==> config.mk <==
export PLATFORM = sky130hd
export DESIGN_NAME = axi2ram_burst
export DESIGN_NICKNAME = d
export VERILOG_FILES = /design/src/rtl/axi2ram_burst.sv
export SDC_FILE = /design/constraint.sdc
export NUM_CORES = 1
export LEC_CHECK = 0
export ABC_AREA = 1
export CORE_MARGIN = 3
export CORE_UTILIZATION = 62
export CTS_CLUSTER_DIAMETER = 100
export DETAILED_ROUTE_END_ITERATION = 8
export GPL_ROUTABILITY_DRIVEN = 0
export HOLD_SLACK_MARGIN = 0.15
export MAX_ROUTING_LAYER = met4
export PLACE_DENSITY = 0.95
export REMOVE_ABC_BUFFERS = 1
export SLEW_MARGIN = 20
export SYNTH_ARGS = -nofsm -noshare
export SYNTH_HDL_FRONTEND = slang
export SYNTH_SLANG_ARGS = --single-unit
export TNS_END_PERCENT = 20
==> constraint.sdc <==
create_clock -name clk_i -period 21.5 [get_ports clk_i]
set_clock_uncertainty 0.05 [all_clocks]
set_input_delay 3.225 -clock clk_i [delete_from_list [all_inputs] [get_ports clk_i]]
set_output_delay 3.225 -clock clk_i [all_outputs]
set_load 0.1 [all_outputs]
==> src/rtl/axi2ram_burst.sv <==
// rtl/axi2ram_burst.sv - AXI4 burst slave bridging to a 1R/1W synchronous RAM
// Independent write and read FSMs; reads stream through a 2-entry skid FIFO.
module axi2ram_burst #(
  parameter int ID_WIDTH   = 4,
  parameter int ADDR_WIDTH = 16,
  parameter int DATA_WIDTH = 32,
  parameter int MEM_WORDS  = 1024,
  localparam int STRB_W    = DATA_WIDTH / 8,
  localparam int OFS       = $clog2(STRB_W),
  localparam int WAW       = $clog2(MEM_WORDS)
) (
  input  logic                  clk_i,
  input  logic                  rst_n_i,
  input  logic [ID_WIDTH-1:0]   awid_i,
  input  logic [ADDR_WIDTH-1:0] awaddr_i,
  input  logic [7:0]            awlen_i,
  input  logic [2:0]            awsize_i,
  input  logic [1:0]            awburst_i,
  input  logic                  awvalid_i,
  output logic                  awready_o,
  input  logic [DATA_WIDTH-1:0] wdata_i,
  input  logic [STRB_W-1:0]     wstrb_i,
  input  logic                  wlast_i,
  input  logic                  wvalid_i,
  output logic                  wready_o,
  output logic [ID_WIDTH-1:0]   bid_o,
  output logic [1:0]            bresp_o,
  output logic                  bvalid_o,
  input  logic                  bready_i,
  input  logic [ID_WIDTH-1:0]   arid_i,
  input  logic [ADDR_WIDTH-1:0] araddr_i,
  input  logic [7:0]            arlen_i,
  input  logic [2:0]            arsize_i,
  input  logic [1:0]            arburst_i,
  input  logic                  arvalid_i,
  output logic                  arready_o,
  output logic [ID_WIDTH-1:0]   rid_o,
  output logic [DATA_WIDTH-1:0] rdata_o,
  output logic [1:0]            rresp_o,
  output logic                  rlast_o,
  output logic                  rvalid_o,
  input  logic                  rready_i,
  output logic                  mem_we_o,
  output logic [WAW-1:0]        mem_waddr_o,
  output logic [DATA_WIDTH-1:0] mem_wdata_o,
  output logic [STRB_W-1:0]     mem_be_o,
  output logic                  mem_re_o,
  output logic [WAW-1:0]        mem_raddr_o,
  input  logic [DATA_WIDTH-1:0] mem_rdata_i
);

  typedef enum logic [1:0] {W_IDLE, W_DATA, W_RESP} w_state_e;
  typedef enum logic {R_IDLE, R_BURST} r_state_e;

  function automatic logic [ADDR_WIDTH-1:0] next_addr(input logic [ADDR_WIDTH-1:0] a,
      input logic [2:0] sz, input logic [7:0] len, input logic [1:0] bt);
    logic [ADDR_WIDTH-1:0] size_b, wrap_b, nxt, low, res;
    size_b = ADDR_WIDTH'(1) << sz;
    wrap_b = size_b * (ADDR_WIDTH'(len) + ADDR_WIDTH'(1));
    nxt    = (a & ~(size_b - ADDR_WIDTH'(1))) + size_b;
    low    = a & ~(wrap_b - ADDR_WIDTH'(1));
    case (bt)
      2'b00:   res = a;
      2'b10:   res = (nxt == low + wrap_b) ? low : nxt;
      default: res = nxt;
    endcase
    return res;
  endfunction

  // Narrow and unaligned beats only touch the lanes the address actually covers.
  function automatic logic [STRB_W-1:0] lane_mask(input logic [ADDR_WIDTH-1:0] a,
      input logic [2:0] sz);
    logic [ADDR_WIDTH-1:0] size_b;
    logic [STRB_W-1:0]     m;
    int lo, hi;
    size_b = ADDR_WIDTH'(1) << sz;
    lo = int'(a) % STRB_W;
    hi = int'(a & ~(size_b - ADDR_WIDTH'(1))) % STRB_W + int'(size_b) - 1;
    m  = '0;
    for (int i = 0; i < STRB_W; i++) m[i] = (i >= lo) && (i <= hi);
    return m;
  endfunction

  function automatic logic burst_err(input logic [2:0] sz, input logic [7:0] len,
      input logic [1:0] bt);
    logic wrap_bad;
    wrap_bad = (bt == 2'b10) &&
               !(len == 8'd1 || len == 8'd3 || len == 8'd7 || len == 8'd15);
    return (32'(sz) > OFS) || (bt == 2'b11) || wrap_bad;
  endfunction

  function automatic logic addr_decerr(input logic [ADDR_WIDTH-1:0] a);
    return 32'(a[ADDR_WIDTH-1:OFS]) >= 32'(MEM_WORDS);
  endfunction

  // ---------------- write path ----------------
  w_state_e              w_state_q, w_state_d;
  logic                  awready_q, awready_d, wready_q, wready_d, bvalid_q, bvalid_d;
  logic [ID_WIDTH-1:0]   awid_q, awid_d;
  logic [ADDR_WIDTH-1:0] waddr_q, waddr_d;
  logic [7:0]            awlen_q, awlen_d;
  logic [2:0]            awsize_q, awsize_d;
  logic [1:0]            awburst_q, awburst_d, bresp_q, bresp_d, w_beat_resp;
  logic [8:0]            wcnt_q, wcnt_d;
  logic                  w_hs, w_last, w_berr, w_decerr, w_write_ok;

  assign w_hs        = wready_q && wvalid_i;
  assign w_last      = (wcnt_q == {1'b0, awlen_q});
  assign w_berr      = burst_err(awsize_q, awlen_q, awburst_q);
  assign w_decerr    = addr_decerr(waddr_q);
  assign w_write_ok  = !w_berr && !w_decerr;
  assign w_beat_resp = w_decerr ? 2'b11 : ((w_berr || (wlast_i != w_last)) ? 2'b10 : 2'b00);

  always_comb begin
    w_state_d = w_state_q;
    awready_d = awready_q;
    wready_d  = wready_q;
    bvalid_d  = bvalid_q;
    awid_d    = awid_q;
    waddr_d   = waddr_q;
    awlen_d   = awlen_q;
    awsize_d  = awsize_q;
    awburst_d = awburst_q;
    wcnt_d    = wcnt_q;
    bresp_d   = bresp_q;
    case (w_state_q)
      W_IDLE: begin
        awready_d = 1'b1;
        if (awvalid_i && awready_q) begin
          awid_d    = awid_i;
          waddr_d   = awaddr_i;
          awlen_d   = awlen_i;
          awsize_d  = awsize_i;
          awburst_d = awburst_i;
          wcnt_d    = '0;
          bresp_d   = 2'b00;
          awready_d = 1'b0;
          wready_d  = 1'b1;
          w_state_d = W_DATA;
        end
      end
      W_DATA: begin
        if (w_hs) begin
          waddr_d = next_addr(waddr_q, awsize_q, awlen_q, awburst_q);
          wcnt_d  = wcnt_q + 9'd1;
          // Response encodings order by severity, so the worst beat is the largest.
          if (w_beat_resp > bresp_q) bresp_d = w_beat_resp;
          if (w_last) begin
            wready_d  = 1'b0;
            bvalid_d  = 1'b1;
            w_state_d = W_RESP;
          end
        end
      end
      W_RESP: begin
        if (bready_i) begin
          bvalid_d  = 1'b0;
          awready_d = 1'b1;
          w_state_d = W_IDLE;
        end
      end
      default: w_state_d = W_IDLE;
    endcase
  end

  assign awready_o   = awready_q;
  assign wready_o    = wready_q;
  assign bvalid_o    = bvalid_q;
  assign bid_o       = bvalid_q ? awid_q : '0;
  assign bresp_o     = bvalid_q ? bresp_q : 2'b00;
  assign mem_we_o    = w_hs && w_write_ok;
  assign mem_waddr_o = mem_we_o ? waddr_q[OFS+WAW-1:OFS] : '0;
  assign mem_wdata_o = mem_we_o ? wdata_i : '0;
  assign mem_be_o    = mem_we_o ? (wstrb_i & lane_mask(waddr_q, awsize_q)) : '0;

  // ---------------- read path ----------------
  r_state_e              r_state_q, r_state_d;
  logic                  arready_q, arready_d;
  logic [ID_WIDTH-1:0]   arid_q, arid_d;
  logic [ADDR_WIDTH-1:0] raddr_q, raddr_d;
  logic [7:0]            arlen_q, arlen_d;
  logic [2:0]            arsize_q, arsize_d;
  logic [1:0]            arburst_q, arburst_d;
  logic [8:0]            icnt_q, icnt_d;
  logic                  ret_q, ret_d, ret_last_q, ret_last_d;
  logic [1:0]            ret_resp_q, ret_resp_d;
  logic [DATA_WIDTH-1:0] fifo_data_q [2], fifo_data_d [2];
  logic [1:0]            fifo_resp_q [2], fifo_resp_d [2];
  logic                  fifo_last_q [2], fifo_last_d [2];
  logic                  wr_ptr_q, wr_ptr_d, rd_ptr_q, rd_ptr_d;
  logic [1:0]            cnt_q, cnt_d;
  logic                  r_berr, r_decerr, r_more, r_issue, r_valid, r_pop, bypass, push, fifo_pop;
  logic [DATA_WIDTH-1:0] ret_data, head_data;
  logic [1:0]            head_resp;
  logic                  head_last;

  assign r_berr   = burst_err(arsize_q, arlen_q, arburst_q);
  assign r_decerr = addr_decerr(raddr_q);
  assign r_more   = (icnt_q <= {1'b0, arlen_q});
  // Credit: beat in RAM flight plus buffered beats may never exceed the FIFO depth.
  assign r_issue  = (r_state_q == R_BURST) && r_more && ((cnt_q + {1'b0, ret_q}) < 2'd2);
  assign ret_data = (ret_resp_q == 2'b00) ? mem_rdata_i : '0;

  // The returning beat bypasses the FIFO when it is empty, keeping first data at T+2.
  assign head_data = (cnt_q != 2'd0) ? fifo_data_q[rd_ptr_q] : ret_data;
  assign head_resp = (cnt_q != 2'd0) ? fifo_resp_q[rd_ptr_q] : ret_resp_q;
  assign head_last = (cnt_q != 2'd0) ? fifo_last_q[rd_ptr_q] : ret_last_q;
  assign r_valid   = (cnt_q != 2'd0) || ret_q;
  assign r_pop     = r_valid && rready_i;
  assign fifo_pop  = r_pop && (cnt_q != 2'd0);
  assign bypass    = ret_q && (cnt_q == 2'd0) && rready_i;
  assign push      = ret_q && !bypass;

  always_comb begin
    r_state_d   = r_state_q;
    arready_d   = arready_q;
    arid_d      = arid_q;
    raddr_d     = raddr_q;
    arlen_d     = arlen_q;
    arsize_d    = arsize_q;
    arburst_d   = arburst_q;
    icnt_d      = icnt_q;
    ret_d       = r_issue;
    ret_resp_d  = r_decerr ? 2'b11 : (r_berr ? 2'b10 : 2'b00);
    ret_last_d  = (icnt_q == {1'b0, arlen_q});
    fifo_data_d = fifo_data_q;
    fifo_resp_d = fifo_resp_q;
    fifo_last_d = fifo_last_q;
    wr_ptr_d    = wr_ptr_q;
    rd_ptr_d    = rd_ptr_q;
    cnt_d       = cnt_q + {1'b0, push} - {1'b0, fifo_pop};
    if (push) begin
      fifo_data_d[wr_ptr_q] = ret_data;
      fifo_resp_d[wr_ptr_q] = ret_resp_q;
      fifo_last_d[wr_ptr_q] = ret_last_q;
      wr_ptr_d              = !wr_ptr_q;
    end
    if (fifo_pop) rd_ptr_d = !rd_ptr_q;
    case (r_state_q)
      R_IDLE: begin
        arready_d = 1'b1;
        if (arvalid_i && arready_q) begin
          arid_d    = arid_i;
          raddr_d   = araddr_i;
          arlen_d   = arlen_i;
          arsize_d  = arsize_i;
          arburst_d = arburst_i;
          icnt_d    = '0;
          arready_d = 1'b0;
          r_state_d = R_BURST;
        end
      end
      R_BURST: begin
        if (r_issue) begin
          raddr_d = next_addr(raddr_q, arsize_q, arlen_q, arburst_q);
          icnt_d  = icnt_q + 9'd1;
        end
        if (r_pop && head_last) begin
          arready_d = 1'b1;
          r_state_d = R_IDLE;
        end
      end
      default: r_state_d = R_IDLE;
    endcase
  end

  assign arready_o   = arready_q;
  assign rvalid_o    = r_valid;
  assign rid_o       = r_valid ? arid_q : '0;
  assign rdata_o     = r_valid ? head_data : '0;
  assign rresp_o     = r_valid ? head_resp : 2'b00;
  assign rlast_o     = r_valid && head_last;
  assign mem_re_o    = r_issue && !r_berr && !r_decerr;
  assign mem_raddr_o = mem_re_o ? raddr_q[OFS+WAW-1:OFS] : '0;

  always_ff @(posedge clk_i or negedge rst_n_i) begin
    if (!rst_n_i) begin
      w_state_q  <= W_IDLE;
      awready_q  <= 1'b0;
      wready_q   <= 1'b0;
      bvalid_q   <= 1'b0;
      awid_q     <= '0;
      waddr_q    <= '0;
      awlen_q    <= '0;
      awsize_q   <= '0;
      awburst_q  <= '0;
      wcnt_q     <= '0;
      bresp_q    <= '0;
      r_state_q  <= R_IDLE;
      arready_q  <= 1'b0;
      arid_q     <= '0;
      raddr_q    <= '0;
      arlen_q    <= '0;
      arsize_q   <= '0;
      arburst_q  <= '0;
      icnt_q     <= '0;
      ret_q      <= 1'b0;
      ret_resp_q <= '0;
      ret_last_q <= 1'b0;
      for (int i = 0; i < 2; i++) begin
        fifo_data_q[i] <= '0;
        fifo_resp_q[i] <= '0;
        fifo_last_q[i] <= 1'b0;
      end
      wr_ptr_q   <= 1'b0;
      rd_ptr_q   <= 1'b0;
      cnt_q      <= '0;
    end else begin
      w_state_q   <= w_state_d;
      awready_q   <= awready_d;
      wready_q    <= wready_d;
      bvalid_q    <= bvalid_d;
      awid_q      <= awid_d;
      waddr_q     <= waddr_d;
      awlen_q     <= awlen_d;
      awsize_q    <= awsize_d;
      awburst_q   <= awburst_d;
      wcnt_q      <= wcnt_d;
      bresp_q     <= bresp_d;
      r_state_q   <= r_state_d;
      arready_q   <= arready_d;
      arid_q      <= arid_d;
      raddr_q     <= raddr_d;
      arlen_q     <= arlen_d;
      arsize_q    <= arsize_d;
      arburst_q   <= arburst_d;
      icnt_q      <= icnt_d;
      ret_q       <= ret_d;
      ret_resp_q  <= ret_resp_d;
      ret_last_q  <= ret_last_d;
      fifo_data_q <= fifo_data_d;
      fifo_resp_q <= fifo_resp_d;
      fifo_last_q <= fifo_last_d;
      wr_ptr_q    <= wr_ptr_d;
      rd_ptr_q    <= rd_ptr_d;
      cnt_q       <= cnt_d;
    end
  end

endmodule

==> results of run 1 <==
worst reg2reg max path: cells and delay by family (launching register included):
kind                     cells  cell delay (ns)
AO/OA/AOI/OAI                1             0.15
XOR/XNOR                     1             0.55
adder cells (fa/ha/maj)      6             2.75
buffers and inverters        9             0.90
flip-flops                   1             0.47
AND/OR/NAND/NOR             28             3.67
flip-flops by register name (all words and copies together), names as in the netlist, 8 cells and up:
name / count
raddr_q: 16
arlen_q: 8
icnt_q: 9
wcnt_q: 9
waddr_q: 16
awlen_q: 8
fifo_data_q: 64
final timing paths:
path / start / endpoint / slack [ns] / cells past startpoint
min in group asynchronous: rst_n_i / fifo_data_q[12]$_DFFE_PN0P_ / 2.82 / 1
worst max-delay path: wvalid_i / mem_wdata_o[26] / 11.99 / 7
worst max register to register: awlen_q[0]$_DFFE_PN0P_ / waddr_q[3]$_DFFE_PN0P_ / 12.88 / 45
worst min register to register: awid_q[0]$_DFFE_PN0P_ / awid_q[0]$_DFFE_PN0P_ / 0.42 / 2
max in group asynchronous: rst_n_i / ret_q$_DFF_PN0_ / 17.16 / 2
worst min-delay path: awid_q[0]$_DFFE_PN0P_ / awid_q[0]$_DFFE_PN0P_ / 0.42 / 2
cell usage in the layout, fill, tap and decap left out, types with 4 or more instances in the layout:
cell type / n
o21ai_1: 4
nand4_1: 43
ha_1: 119
fa_1: 87
dfrtp_1: 171
nand3_1: 274
a21oi_1: 145
nor3_1: 31
xor2_1: 28
nand2_2: 9
nor4_1: 6
nand3_2: 9
nor2_1: 352
nor2_4: 7
clkinv_1: 6
nand2_1: 765
nor2_2: 12
o21bai_1: 6
clkbuf_16: 17
inv_8: 4
or2_2: 8
o22ai_1: 6
a31oi_1: 6
inv_1: 519
o21ai_0: 226
nand3b_1: 7
clkdlybuf4s50_1: 248
xnor2_1: 9
buf_4: 10
inv_2: 8
metrics by stage:
step | area [um^2] | hold slack, ns
6_report | 22200 | 0.421
5_1_grt | 22200 | 0.466
4_1_cts | 22200 | 0.425
3_5_place_dp | 21600 | 0.408
3_3_place_gp | 21600 | 0.407
2_1_floorplan | 18500 | 0.392
metal layers:
metal	global-route usage (%)	vias to the layer above
met2	56.5	1372
li1	-	9776
met3	6.64	228
met5	-	-
met1	43.3	9524
met4	15.9	0
layout make-up:
type	instances	area, um^2
multi-input cells	2190	12300
fillers	2173	7590
flip-flops and latches	171	4280
repair buffers	259	2570
inverters	534	2010
well taps	390	488
clock buffers	17	425
clock inverters	15	179
diodes	1	2.50
cell families after synthesis:
logic type | Yosys count
compound gates | 412
buf+inv | 603
simple gates | 1535
xor+xnor | 37
fa+ha+maj | 206
flops | 171
==> results.cfg, run 1 <==
[routing]
vias = 20900
routedWlPerCell_um = 15.7
first_pass_iters = 7
met3_length_um = 6060
dr_wl_met2_um = 26300
drtIter0Drc = 2512
wl_um = 56300
drtAntennaViolNets = 0
vias_per_cell = 5.84
wl_met1_um = 21600
top_layer_used = met4
drc_errors = 0

[outcome]
status = finished, final reports clean

[timing]
max_freq_mhz = 105
finalSetupTns_ns = 0
fin_ws_ns = 11.99
final.min_clock_period_ns = 9.51
drv_slew = 0
hold_viol = 0
period_share_pct = 44.2
relSlewSlack_pct = 29.3
rsz0062_at_grt = no
worst_pin_slew_ns = 1.06
setup_viol = 0

[synthesis]
synth_top_flop_cell = dfrtp_1
synth-simple-area-share_pct = 34.7
synth.most_common_cell = nand2_1
synth_compound_area_share_pct = 11.4
synth_warnings = 0
synth_xor_area_share_pct = 1.72
async_flop_share_pct = 100
ys_seq_elements = 171
syn_area_um2 = 18800
synth_largest_area_cell = dfrtp_1
synth.area.mux_share_pct = 0
yosys.area.top_type_share_pct = 22.7
synth_cells = 2964
ys_seq_area_share_pct = 22.7
synth_top_family_by_area = simple AND/OR/NAND/NOR gates
synth.distinct_cells = 51
synth_edf_count = 0
yosys-top-cells-count = nand2_1, inv_1, nor2_1
synth_area_leaders = dfrtp_1, nand2_1, inv_1, fa_1, ha_1
synthAdderAreaFrac_pct = 17.2
syn_area_per_cell_um2 = 6.35

[setup_path]
crit_chain = clkdlybuf4s50_1 -> nand2_1 -> nor2_1 -> clkinv_1 -> buf_4 -> nor2_1 -> clkdlybuf4s50_1
cp.arrival_ns = 6.23
cp_top_family = buffers and inverters
critPathLaunchType = input pin
required_ns = 18.23
path_class = in -> out
crit_buf_inv = 4
critical_path.max_stage_delay_ns = 1.14
critPathCaptureType = output pin
crit_fanout = 32
critPathSlowestCell = clkdlybuf4s50_1

[finish]
syn2layout_area_growth_pct = 17.9
drive_gt1_share_pct = 3.30
final_util_pct = 74.5
stdcell_count = 3577
fin_nets = 3521

[clock_tree]
cts.clk_slew.worst_paths_ns = 0.07
cts_setup_buffers = 0
cts_sinks = 171
cts_buffer_depth = 2
post_cts_resized = 0
cts_hold_buffers = 0
cts_root_buffer = clkbuf_16
htreeDepth = 4
cts_tree = done
cts_buffers = 17
clk_latency_ns = 0.46

[placement]
pre_cts_ws_ns = 12.01
io_buffers = 249
place_inst = 3544
hpwlAfterDp_um = 42500

[global_routing]
grt_pass1_wl_um = 93900
grt_max_degree = 113
grt_pass1_vias = 20521
grtUsageTotal_pct = 35.2
antenna_found_initial = 1
grt-ovfl-total = 0

[die]
start_util_pct = 63.2
die_h_um = 180
die_w_um = 180
core_um2 = 29800
die_area_um2 = 32500
num_rows = 63
pin_count = 250

[worst_hold_path]
hold_class = reg -> reg

[job]
drv_cap = 0
Power of run 1 is left out: the tool's default activity adds up to more than one toggle a clock period on the data nets, which glitch-free logic cannot reach.
==> inputs of run 2 (changes only) <==
- CORE_UTILIZATION: 62 -> 52
- PLACE_DENSITY: 0.95 -> 0.89
- clock period: 21.5 -> 8.1 ns (I/O delays scaled with it)
==> run 2 against run 1 <==
  * Die area increased by 19%
  * Global-route usage decreased by 6.3 points
  * Final area increased by 1.4%
  * Critical path depth increased by 37
  * Via count decreased by 3.5%
  * Final cell count increased by 2.5%
  * First-iteration DRC count decreased by 36%
  * Count of clock-buffer cells in the layout unchanged
  * Register-to-register slack got worse by 12 ns
  * Core utilization decreased by 11 points
  * Sequential cell count unchanged
  * Critical endpoint is now waddr_q[9]$_DFFE_PN0P_
  * Highest routed layer unchanged
==> results.cfg, run 2 (synthesis results as in run 1) <==
[outcome]
status = finished, final reports clean

[global_routing]
antenna_found_initial = 1
gr-usage-met2_pct = 46.2
use_met3_pct = 5.58
grt-busiest-layer = met2
grt_pass1_vias = 18860
grt_pass1_wl_um = 89200
grt_use_met1_pct = 35.6
grtUsageTotal_pct = 28.9
grt-ovfl-total = 0
grt_max_degree = 97

[setup_path]
ff2ff_path_depth = 44
critPathCaptureType = flip-flop
critPathLaunchType = flip-flop
required_ns = 8.39
critPathSlowestCell = fa_1
critical_path.max_stage_delay_ns = 0.55
cp_common_cell = nand2_1
crit_fanout = 9
worstReg2RegEnd = waddr_q[9]$_DFFE_PN0P_
reg2reg_from = awlen_q[0]$_DFFE_PN0P_
cp.arrival_ns = 7.76
path_class = reg -> reg
r2r_setup_slack_ns = 0.62

[routing]
first_pass_iters = 6
routedWlPerCell_um = 14.9
drtIter0Drc = 1606
wl_um = 54800
vias_per_cell = 5.50
drtAntennaViolNets = 0
drc_errors = 0
vias = 20172

[die]
start_util_pct = 52.8
die_h_um = 196
pin_count = 250
die_area_um2 = 38500
num_rows = 69
die_w_um = 196
core_um2 = 35700

[finish]
regMostFlops = fifo_data_q
mostFrequentLayoutCells = nand2_1, inv_1, nor2_1, nand3_1, clkdlybuf4s50_1
syn2layout_area_growth_pct = 19.5
seq_area_um2 = 4280
nFillCells = 3151
largest_reg_flops = 64
final_common_cell = nand2_1
drive_gt1_share_pct = 4.02
multi_input_area_um2 = 12300
fin_area_um2 = 22500
reg_top3 = fifo_data_q: 64 flops, raddr_q: 16 flops, waddr_q: 16 flops
fin_nets = 3541

[clock_tree]
cts_buffers = 17
cts_tree = done
cts_root_buffer = clkbuf_16
cts_hold_buffers = 0
clk_latency_ns = 0.46
cts.clk_slew.worst_paths_ns = 0.08
cts_sinks = 171
cts_buffer_depth = 2
htreeDepth = 4

[placement]
hpwlAfterDp_um = 42700
io_buffers = 249
placed_cell_area_um2 = 21800

[timing]
worst_hold_slack_ns = 0.422
finalSetupTns_ns = 0
rsz0062_at_grt = no
hold_viol = 0
relSlewSlack_pct = 26.6
setup_viol = 0
max_freq_mhz = 134
worst_pin_slew_ns = 1.09
period_share_pct = 92.3
final.min_clock_period_ns = 7.48
drv_slew = 0

[worst_hold_path]
holdPathEnd = awid_q[0]$_DFFE_PN0P_
hold_path_depth = 2
hold_class = reg -> reg
hp-start = awid_q[0]$_DFFE_PN0P_

[job]
drv_cap = 0
## run 2: cell types whose count changed in the layout (fill, tap and decap cells not counted), moves of 2 or more
cell,before,now
clkinvlp_4,2,0
buf_4,10,29
inv_12,0,6
nor3_2,2,4
nor2_2,12,14
clkinv_4,2,0
nor3_1,31,29
## run 2: worst max path at each step
stage,to,slack (ns),cells past startpoint,from
3_5_place_dp,waddr_q[5]$_DFFE_PN0P_,0.42,45,awlen_q[0]$_DFFE_PN0P_
2_1_floorplan,waddr_q[0]$_DFFE_PN0P_,1.12,45,awlen_q[0]$_DFFE_PN0P_
6_report,waddr_q[9]$_DFFE_PN0P_,0.62,44,awlen_q[0]$_DFFE_PN0P_
4_1_cts,waddr_q[5]$_DFFE_PN0P_,0.38,45,awlen_q[0]$_DFFE_PN0P_
3_3_place_gp,waddr_q[14]$_DFFE_PN0P_,0.77,45,awlen_q[0]$_DFFE_PN0P_
5_1_grt,waddr_q[9]$_DFFE_PN0P_,0.02,44,awlen_q[0]$_DFFE_PN0P_
## run 2: area by class of cell
cell class	instances	area share (%)
Antenna cell	1	0.0111
Inverter	534	8.91
Tap cell	461	2.56
Clock buffer	17	1.89
Multi-Input combinational cell	2190	54.5
Sequential cell	171	19.0
Clock inverter	15	0.961
Timing Repair Buffer	279	12.1
## run 2: per-stage QoR
stage	std cells	util [%]	worst slack, ns
after floorplan	2895	-	1.12
after global placement	3628	61.1	0.767
after detailed placement	3628	61.1	0.420
after CTS	3660	62.9	0.377
after global routing	3668	63.1	0.0201
final	3668	63.1	0.623
## run 2: timing repair
action | CTS | global route
setup buffers | 0 | 7
setup endpoints to repair | 0 | 30
resized for setup | 0 | 6
## run 2: routing by layer
metal | vias to the layer above | wire length (um)
li1 | 9812 | -
met5 | - | 0
met4 | 0 | 2620
met2 | 977 | 25000
met3 | 214 | 4810
met1 | 9169 | 22400
## run 2: worst max-delay path: cells and delay by family (launching register included)
| family | cells | cell delay [ns] |
|---|---|---|
| adders and majority gates | 7 | 2.99 |
| buffers and inverters | 8 | 0.77 |
| DFF | 1 | 0.44 |
| AOI/OAI and AO/OA | 1 | 0.06 |
| and+or+nand+nor | 28 | 3.03 |
Power of run 2 is left out for the same reason.
